===== src/rtl/mem_port_arbiter_pkg.sv =====
// Shared encodings and parameter defaults for the fetch/data memory port arbiter.
package mem_port_arbiter_pkg;

   typedef enum logic {
      ST_IDLE = 1'b0,
      ST_BUSY = 1'b1
   } arb_state_t;

   typedef enum logic {
      OWN_IF = 1'b0,
      OWN_DM = 1'b1
   } arb_owner_t;

   localparam int unsigned LAT_DEFAULT        = 2;
   localparam int unsigned STARVE_MAX_DEFAULT = 4;

endpackage


===== src/rtl/arb_prio_pick.sv =====
// Winner selection: data port has priority unless fetch has been starved STARVE_MAX times.
module arb_prio_pick
   import mem_port_arbiter_pkg::*;
#(
   parameter int unsigned STARVE_MAX = STARVE_MAX_DEFAULT
) (
   input  logic       i_if_valid,
   input  logic       i_dm_valid,
   input  logic [2:0] i_streak,
   output logic       o_pick_if,
   output logic       o_pick_dm
);

   always_comb begin
      o_pick_if = i_if_valid && (!i_dm_valid || (i_streak == 3'(STARVE_MAX)));
      o_pick_dm = i_dm_valid && !o_pick_if;
   end

endmodule


===== src/rtl/mem_port_arbiter.sv =====
// Single-outstanding arbiter sharing one fixed-latency memory port between fetch and data.
module mem_port_arbiter
   import mem_port_arbiter_pkg::*;
#(
   parameter int unsigned LAT        = LAT_DEFAULT,
   parameter int unsigned STARVE_MAX = STARVE_MAX_DEFAULT
) (
   input  logic        i_clk,
   input  logic        i_rst_n,
   input  logic        i_if_req_valid,
   input  logic [31:0] i_if_addr,
   output logic        o_if_req_ready,
   input  logic        i_if_flush,
   output logic        o_if_rsp_valid,
   output logic [31:0] o_if_rsp_data,
   input  logic        i_dm_req_valid,
   input  logic        i_dm_we,
   input  logic [31:0] i_dm_addr,
   input  logic [31:0] i_dm_wdata,
   output logic        o_dm_req_ready,
   output logic        o_dm_rsp_valid,
   output logic [31:0] o_dm_rsp_data,
   output logic        o_mem_en,
   output logic        o_mem_we,
   output logic [31:0] o_mem_addr,
   output logic [31:0] o_mem_wdata,
   input  logic [31:0] i_mem_rdata,
   output logic        o_stall_if,
   output logic        o_stall_mem
);

   arb_state_t  r_state;
   arb_owner_t  r_owner;
   logic        r_we;
   logic        r_drop;
   logic [2:0]  r_cnt;
   logic [2:0]  r_streak;
   logic [31:0] r_if_data;
   logic [31:0] r_dm_data;

   logic        w_pick_if;
   logic        w_pick_dm;
   logic        w_idle;
   logic        w_done;
   logic        w_if_rsp;
   logic        w_dm_rsp;
   logic [31:0] w_dm_data;

   arb_prio_pick #(.STARVE_MAX(STARVE_MAX)) u_pick (
      .i_if_valid (i_if_req_valid),
      .i_dm_valid (i_dm_req_valid),
      .i_streak   (r_streak),
      .o_pick_if  (w_pick_if),
      .o_pick_dm  (w_pick_dm)
   );

   // Reset gates the combinational handshake so strobes drop the instant reset asserts.
   always_comb begin
      w_idle         = (r_state == ST_IDLE) && i_rst_n;
      o_if_req_ready = w_idle && w_pick_if;
      o_dm_req_ready = w_idle && w_pick_dm;
      o_mem_en       = o_if_req_ready || o_dm_req_ready;
      o_mem_we       = o_dm_req_ready && i_dm_we;
      o_mem_addr     = o_dm_req_ready ? i_dm_addr :
                       (o_if_req_ready ? i_if_addr : '0);
      o_mem_wdata    = o_dm_req_ready ? i_dm_wdata : '0;
      o_stall_if     = i_if_req_valid && !o_if_req_ready;
      o_stall_mem    = i_dm_req_valid && !o_dm_req_ready;

      w_done         = (r_state == ST_BUSY) && (r_cnt == 3'(LAT));
      w_if_rsp       = w_done && (r_owner == OWN_IF) && !r_drop && !i_if_flush;
      w_dm_rsp       = w_done && (r_owner == OWN_DM);
      w_dm_data      = r_we ? '0 : i_mem_rdata;

      o_if_rsp_valid = w_if_rsp;
      o_dm_rsp_valid = w_dm_rsp;
      o_if_rsp_data  = w_if_rsp ? i_mem_rdata : r_if_data;
      o_dm_rsp_data  = w_dm_rsp ? w_dm_data : r_dm_data;
   end

   always_ff @(posedge i_clk or negedge i_rst_n) begin
      if (!i_rst_n) begin
         r_state   <= ST_IDLE;
         r_owner   <= OWN_IF;
         r_we      <= 1'b0;
         r_drop    <= 1'b0;
         r_cnt     <= '0;
         r_streak  <= '0;
         r_if_data <= '0;
         r_dm_data <= '0;
      end else begin
         if (!i_if_req_valid || o_if_req_ready)
            r_streak <= '0;
         else if (o_dm_req_ready && (r_streak != 3'd7))
            r_streak <= r_streak + 3'd1;

         case (r_state)
            ST_IDLE: begin
               if (o_mem_en) begin
                  r_state <= ST_BUSY;
                  r_owner <= o_dm_req_ready ? OWN_DM : OWN_IF;
                  r_we    <= o_mem_we;
                  r_cnt   <= 3'd1;
                  r_drop  <= 1'b0;
               end
            end
            ST_BUSY: begin
               if ((r_owner == OWN_IF) && i_if_flush)
                  r_drop <= 1'b1;
               if (w_done) begin
                  r_state <= ST_IDLE;
                  r_cnt   <= '0;
                  r_drop  <= 1'b0;
               end else begin
                  r_cnt <= r_cnt + 3'd1;
               end
               if (w_if_rsp)
                  r_if_data <= i_mem_rdata;
               if (w_dm_rsp)
                  r_dm_data <= w_dm_data;
            end
         endcase
      end
   end

endmodule


===== config.mk =====
export PLATFORM = sky130hd
export DESIGN_NAME = mem_port_arbiter
export DESIGN_NICKNAME = d
export VERILOG_FILES = /design/src/rtl/mem_port_arbiter_pkg.sv /design/src/rtl/arb_prio_pick.sv /design/src/rtl/mem_port_arbiter.sv
export SDC_FILE = /design/constraint.sdc
export NUM_CORES = 1
export LEC_CHECK = 0
export CORE_MARGIN = 5
export CORE_UTILIZATION = 34
export CTS_CLUSTER_DIAMETER = 120
export DETAILED_ROUTE_END_ITERATION = 16
export GPL_ROUTABILITY_DRIVEN = 0
export GPL_TIMING_DRIVEN = 0
export PLACE_DENSITY = 0.78
export SYNTH_ARGS = -nofsm -noshare
export SYNTH_HDL_FRONTEND = slang
export SYNTH_SLANG_ARGS = --single-unit

===== constraint.sdc =====
create_clock -name i_clk -period 1.7 [get_ports i_clk]
set_input_delay 0.34 -clock i_clk [delete_from_list [all_inputs] [get_ports i_clk]]
set_output_delay 0.34 -clock i_clk [all_outputs]
set_load 0.02 [all_outputs]

Word-level counts from Yosys, hierarchy flattened
Cells that the tools add are included.
Storage, ports and cells
  flip-flop bits (word level): 74
  latch bits: 0
  bits in writable memories: 0
  memory bits (read-only): 0
  bits of input ports: 134
  logic and storage cells: 64
  memories: 0
Operators by class
  $add $sub $neg: 2
  multipliers: 0
  div/mod/pow operators: 0
  order comparisons: 0
  equal/unequal tests: 5
  shift operators: 0
  mux-type cells: 19
  bitwise gates (word level): 2
  reductions and logical operators: 28
Operators by type and width (count)
  $mux W32: 6
  $logic_and A1 B1 Y1: 15
  $mux W3: 4
  $logic_not A1 Y1: 7
  $add A3 B1 Y3 const B: 2
  $mux W1: 6
  $pmux W3 S2: 1
  $pmux W1 S2: 2
  $reduce_and A2 Y1: 2
  $eq A3 B2 Y1 const B: 1
  $eq A3 B3 Y1 const B: 1
  $logic_or A1 B1 Y1: 3
  $ne A3 B1 Y1 const B: 1
  $ne A3 B3 Y1 const B: 1
  $ne A2 B2 Y1 const B: 1
  $not A1 Y1: 2
  $reduce_bool A2 Y1: 1

Logic depth before layout (Yosys ltp)
Gate-level depths: netlist (run 1).
  depth after elaboration: 9
  depth in mapped cells: 8

By module
Synthesis (run 1) repeated with hierarchy kept, for this count alone.
Unflattened totals
  cells, all modules: 410
  area, all modules: 4379.2 um^2
By module, submodules not included
  mem_port_arbiter: instances 1, cells each 406, area an instance 4354.2 um^2, seq. area each 1851.8 um^2
  arb_prio_pick: instances 1, cells each 4, area an instance 25.0 um^2, seq. area each 0.0 um^2

Worst setup path after synthesis (run 1)
Ideal clock, no wire load.
  path kind: flip-flop to output port
  from: register r_streak[0]
  to: output o_mem_addr[15]
  arrival: 1534 ps
  data required time: 1360 ps
  path slack: -174 ps
  stages on the path, launching flop included: 9
  path buffers: 3
  path through: dfrtp_1 > inv_1 > ha_1 > nand3_1 > and3_1 > buf_2 > buf_4 > buf_4 > a22o_1
On the way
  word-level cells in the longest chain between the ends: 7
  elaborated cells between the ends (all ways): 9
  those cells by class: 1 x eq/ne; 2 x mux; 6 x reduce/logical
RTL lines
  start: declaration: line mem_port_arbiter.sv:37  | logic [2:0] r_streak;
  start signal: assignment: line mem_port_arbiter.sv:95  | r_streak <= r_streak + 3'd1;
  $eq A3 B3 Y1 *: line arb_prio_pick.sv:15  | o_pick_if = i_if_valid && (!i_dm_valid || (i_streak == 3'(STARVE_MAX)));
  $logic_or A1 B1 Y1 *: line arb_prio_pick.sv:15
  $logic_and A1 B1 Y1 *: line arb_prio_pick.sv:15
  $logic_not A1 Y1: line arb_prio_pick.sv:16  | o_pick_dm = i_dm_valid && !o_pick_if;
  $logic_and A1 B1 Y1: line arb_prio_pick.sv:16
  $logic_and A1 B1 Y1: line mem_port_arbiter.sv:61  | o_dm_req_ready = w_idle && w_pick_dm;
  $mux W32 *: line mem_port_arbiter.sv:64  | o_mem_addr = o_dm_req_ready ? i_dm_addr :
  end: declaration: line mem_port_arbiter.sv:25  | output logic [31:0] o_mem_addr,
Every way passes the cells marked *; elsewhere a longest branch is shown, timed or not.

Worst setup path in the final report (run 1)
  from: register r_state
  to: output o_if_rsp_data[20]
On the way
  word-level cells in the longest chain between the ends: 5
RTL lines
  start: declaration: line mem_port_arbiter.sv:32  | arb_state_t r_state;
  start signal: assignment: line mem_port_arbiter.sv:83  | r_state <= ST_IDLE;
  start signal: assignment: line mem_port_arbiter.sv:100  | r_state <= ST_BUSY;
  start signal: assignment: line mem_port_arbiter.sv:111  | r_state <= ST_IDLE;
  $logic_and A1 B1 Y1: line mem_port_arbiter.sv:70  | w_done = (r_state == ST_BUSY) && (r_cnt == 3'(LAT));
  $logic_and A1 B1 Y1 (3 in a row): line mem_port_arbiter.sv:71  | w_if_rsp = w_done && (r_owner == OWN_IF) && !r_drop && !i_if_flush;
  $mux W32
  end: declaration: line mem_port_arbiter.sv:15  | output logic [31:0] o_if_rsp_data,
No other way between the ends.

==> results of run 1 <==
## cell type report
class	instances	area [sq um]	area share
timing repair buffer	349	3834	0.3912
tap	172	215.2	0.02196
sequential	74	1853	0.1891
multi-input combinational	298	3191	0.3256
clock buffer	13	270.3	0.02758
clock inverter	2	35.03	0.003575
inverter	8	30.03	0.003064
buffer	25	371.6	0.03792
## routing by layer
metal	vias up	wire length [um]	GRT usage	part of all wire
met5	-	0	0	0
met1	2457	7446	0.2732	0.33
li1	2156	-	-	-
met3	73	1421	0.05450	0.062
met4	0	1253	0.1585	0.055
met2	241	12690	0.5150	0.56
## kinds of logic (layout without fill, tap and decap cells)
kind of cell | count (synthesis) | after routing | synth area share
AO/OA/AOI/OAI | 107 | 107 | 0.1535
buffers and inverters | 40 | 397 | 0.05228
adder cells (fa/ha/maj) | 5 | 5 | 0.01421
flip-flops | 74 | 74 | 0.4206
XOR/XNOR | 1 | 1 | 0.001990
multiplexers | 67 | 67 | 0.2123
AND/OR/NAND/NOR | 118 | 118 | 0.1452
## power breakdown
part	internal, uW	total, uW	switching (uW)
registers	2610	3320	708
logic	5100	9500	4400
clock network	1250	1950	703
## stage by stage
stage / total power [uW] / instance area, sq um / cells
3_3_place_gp: 9845 / 7570 / 853
2_1_floorplan: 6956 / 4662 / 412
5_1_grt: 15340 / 9799 / 941
3_5_place_dp: 10050 / 7595 / 854
4_1_cts: 13600 / 9213 / 925
6_report: 14760 / 9799 / 941
## worst reg2reg max path, cell delays in order, from the launching register on
cell and delay [ns]:
dfrtp_1 0.46, and2b_2 0.26, nand3_4 0.10, buf_4 0.14
buf_4 0.15, buf_16 0.15, clkbuf_16 0.16, mux2_4 0.29
## how the worst min path moves through the flow
stage | start | end | slack, ns | depth (start not counted)
6_report | i_rst_n | r_dm_data[8] | 0.10 | 2
3_5_place_dp | i_rst_n | r_if_data[16] | 0.19 | 1
4_1_cts | i_rst_n | r_dm_data[5] | 0.09 | 2
3_3_place_gp | r_dm_data[2] | r_dm_data[2] | 0.46 | 2
5_1_grt | i_rst_n | r_state | 0.1 | 2
2_1_floorplan | i_rst_n | r_cnt[0] | 0.04 | 0
## synth_stat cells, drive strengths merged
master / n / area [sq um]
and3: 1 / 6.260
nor2: 4 / 15.01
clkbuf: 11 / 41.29
nor3b: 1 / 7.510
o21ai: 69 / 345.3
mux2i: 3 / 30.03
nand3: 3 / 15.01
xnor2: 1 / 8.760
nand3b: 1 / 7.510
inv: 8 / 30.02
mux2: 64 / 904.6
a21o: 3 / 22.52
ha: 5 / 62.56
a21oi: 1 / 8.760
nand4b: 1 / 8.760
o31a: 1 / 8.760
dfrtp: 74 / 1852
and2: 33 / 206.5
a22o: 32 / 280.3
a32o: 1 / 10.01
nor2b: 3 / 18.77
buf: 21 / 158.9
and2b: 1 / 7.510
nand2b: 33 / 206.5
nor3: 1 / 5.000
nand2: 36 / 135.1
## repair_timing
action | in CTS | in global routing
buffers inserted | 42 | 23
hold endpoints to repair | 10 | 0
hold buffers | 2 | 0
resized for setup | 954 | 123
pin swaps | 38 | 27
cloned | 12 | 5
endpoints found under the setup margin | 149 | 173
## registers in the layout (all words and copies together) (netlist names)
register   cells
r_dm_data     32
r_if_data     32
r_cnt          3
r_streak       3
r_drop         1
r_owner        1
r_state        1
r_we           1
==> flow_metrics.tcl, run 1 <==
set metrics [dict create \
    status "finished, violations left" \
    violations "setup timing" \
    post_drt_via_cell_ratio 5.236 \
    die_y_um 123.8 \
    die_x_um 123.8 \
    worstPathMaxFanout 7 \
    overflow 0 \
    power_density_nw_per_um2 1506 \
    cp.depth 6 \
    synth_cell_types 31 \
    utilization 0.7734 \
    syn_nets 551 \
    synthesis.area_sq_um 4403 \
    skew_ns 0.007396 \
    maxCapViolCount 0 \
    crit_type "flop to primary output" \
    worst_path_max_delay_cell "dfrtp_1" \
    final.fill_count 754 \
    tightest_slew_ns 0.7680 \
    pre_cts_ws_ns -1.314 \
    ys_ff_latch 74 \
    final.setup.tns_ns -68.20 \
    antenna_found_initial 0 \
    dr.first_iter.drc_count 257 \
    io_buffers 269 \
    core_area_sq_um 12670 \
    critPathBufInv 3 \
    mostFrequentLayoutCells "buf_6, clkdlybuf4s50_1, dfrtp_1, mux2_4, buf_4" \
    drcViolationCount 0 \
    first_pass_iters 4 \
    layout-drive-gt1-share 0.5618 \
    worstPathCellList "and2b_2, nand3_4, buf_12, clkbuf_16, mux2_4, buf_6" \
    grt_first_pass_wirelength_um 31080 \
    area_growth_pct 122.6 \
    endpoint_kind "primary output" \
    cts_buffer_depth 2 \
    fin_ws_ns -0.5852 \
    setup.worst_path.start "r_state" \
    avgRoutedWirePerCell_um 24.24 \
    synth-seq-area-share 0.4206 \
    clock_latency_ns 0.33 \
    ir_drop_mv 0.7033 \
    rr_startpoint "r_state" \
    max_slew_margin 0.4863 \
    rows 41 \
    yosys_warnings 0 \
    layout.nets 904 \
    slowest_delay_ns 0.45 \
    path_delay_family "buffers and inverters" \
    hold_ws_ns 0.1010 \
    startpoint_type "flop" \
    numCtsBuffers 9 \
    postSynthCellCount 412 \
    ant_nets 0 \
    required_ns 1.36 \
    rsz0062_at_grt "true" \
    clk_pin_slew_ns 0.06 \
    synth_area_per_cell_sq_um 10.69 \
    dpl.hpwl_um 15180 \
    cp.arrival_ns 1.95 \
    rrSetupSlack_ns -0.13 \
    htree_levels 3 \
    hold_class "input pin to async pin" \
    cts_sinks 74 \
    grt_pass1_vias 5239 \
    layout_min_cycle_time_ns 2.285 \
    power.leakage_uw 0.004648 \
    grt_max_degree 34 \
    wl_um 22810 \
    finalHoldViolCount 0 \
    fmaxAchievable_mhz 437.6 \
    num_antenna_cells 0 \
    critPathCapture "o_if_rsp_data[20]" \
    fin_crit_sh 1.344 \
    root_buffer "clkbuf_16" \
    grt_usage 0.2722 \
    ios 270 \
    r2r_end "r_if_data[14]" \
    cts_tree "done" \
    dr_total_vias 4927 \
    start_util 0.3475 \
    final_common_cell "buf_6" \
    die-area_sq_um 15330 \
    drv_slew 0 \
    setup_viol 158 \
    r2r_cells 7 \
]
(Power assumes the default switching activity.)
==> inputs of run 2 (changes only) <==
HOLD_SLACK_MARGIN = 0.02   (was unset)
==> results of run 2 <==
Final layout, timing and power as in run 1 (identical DEF).
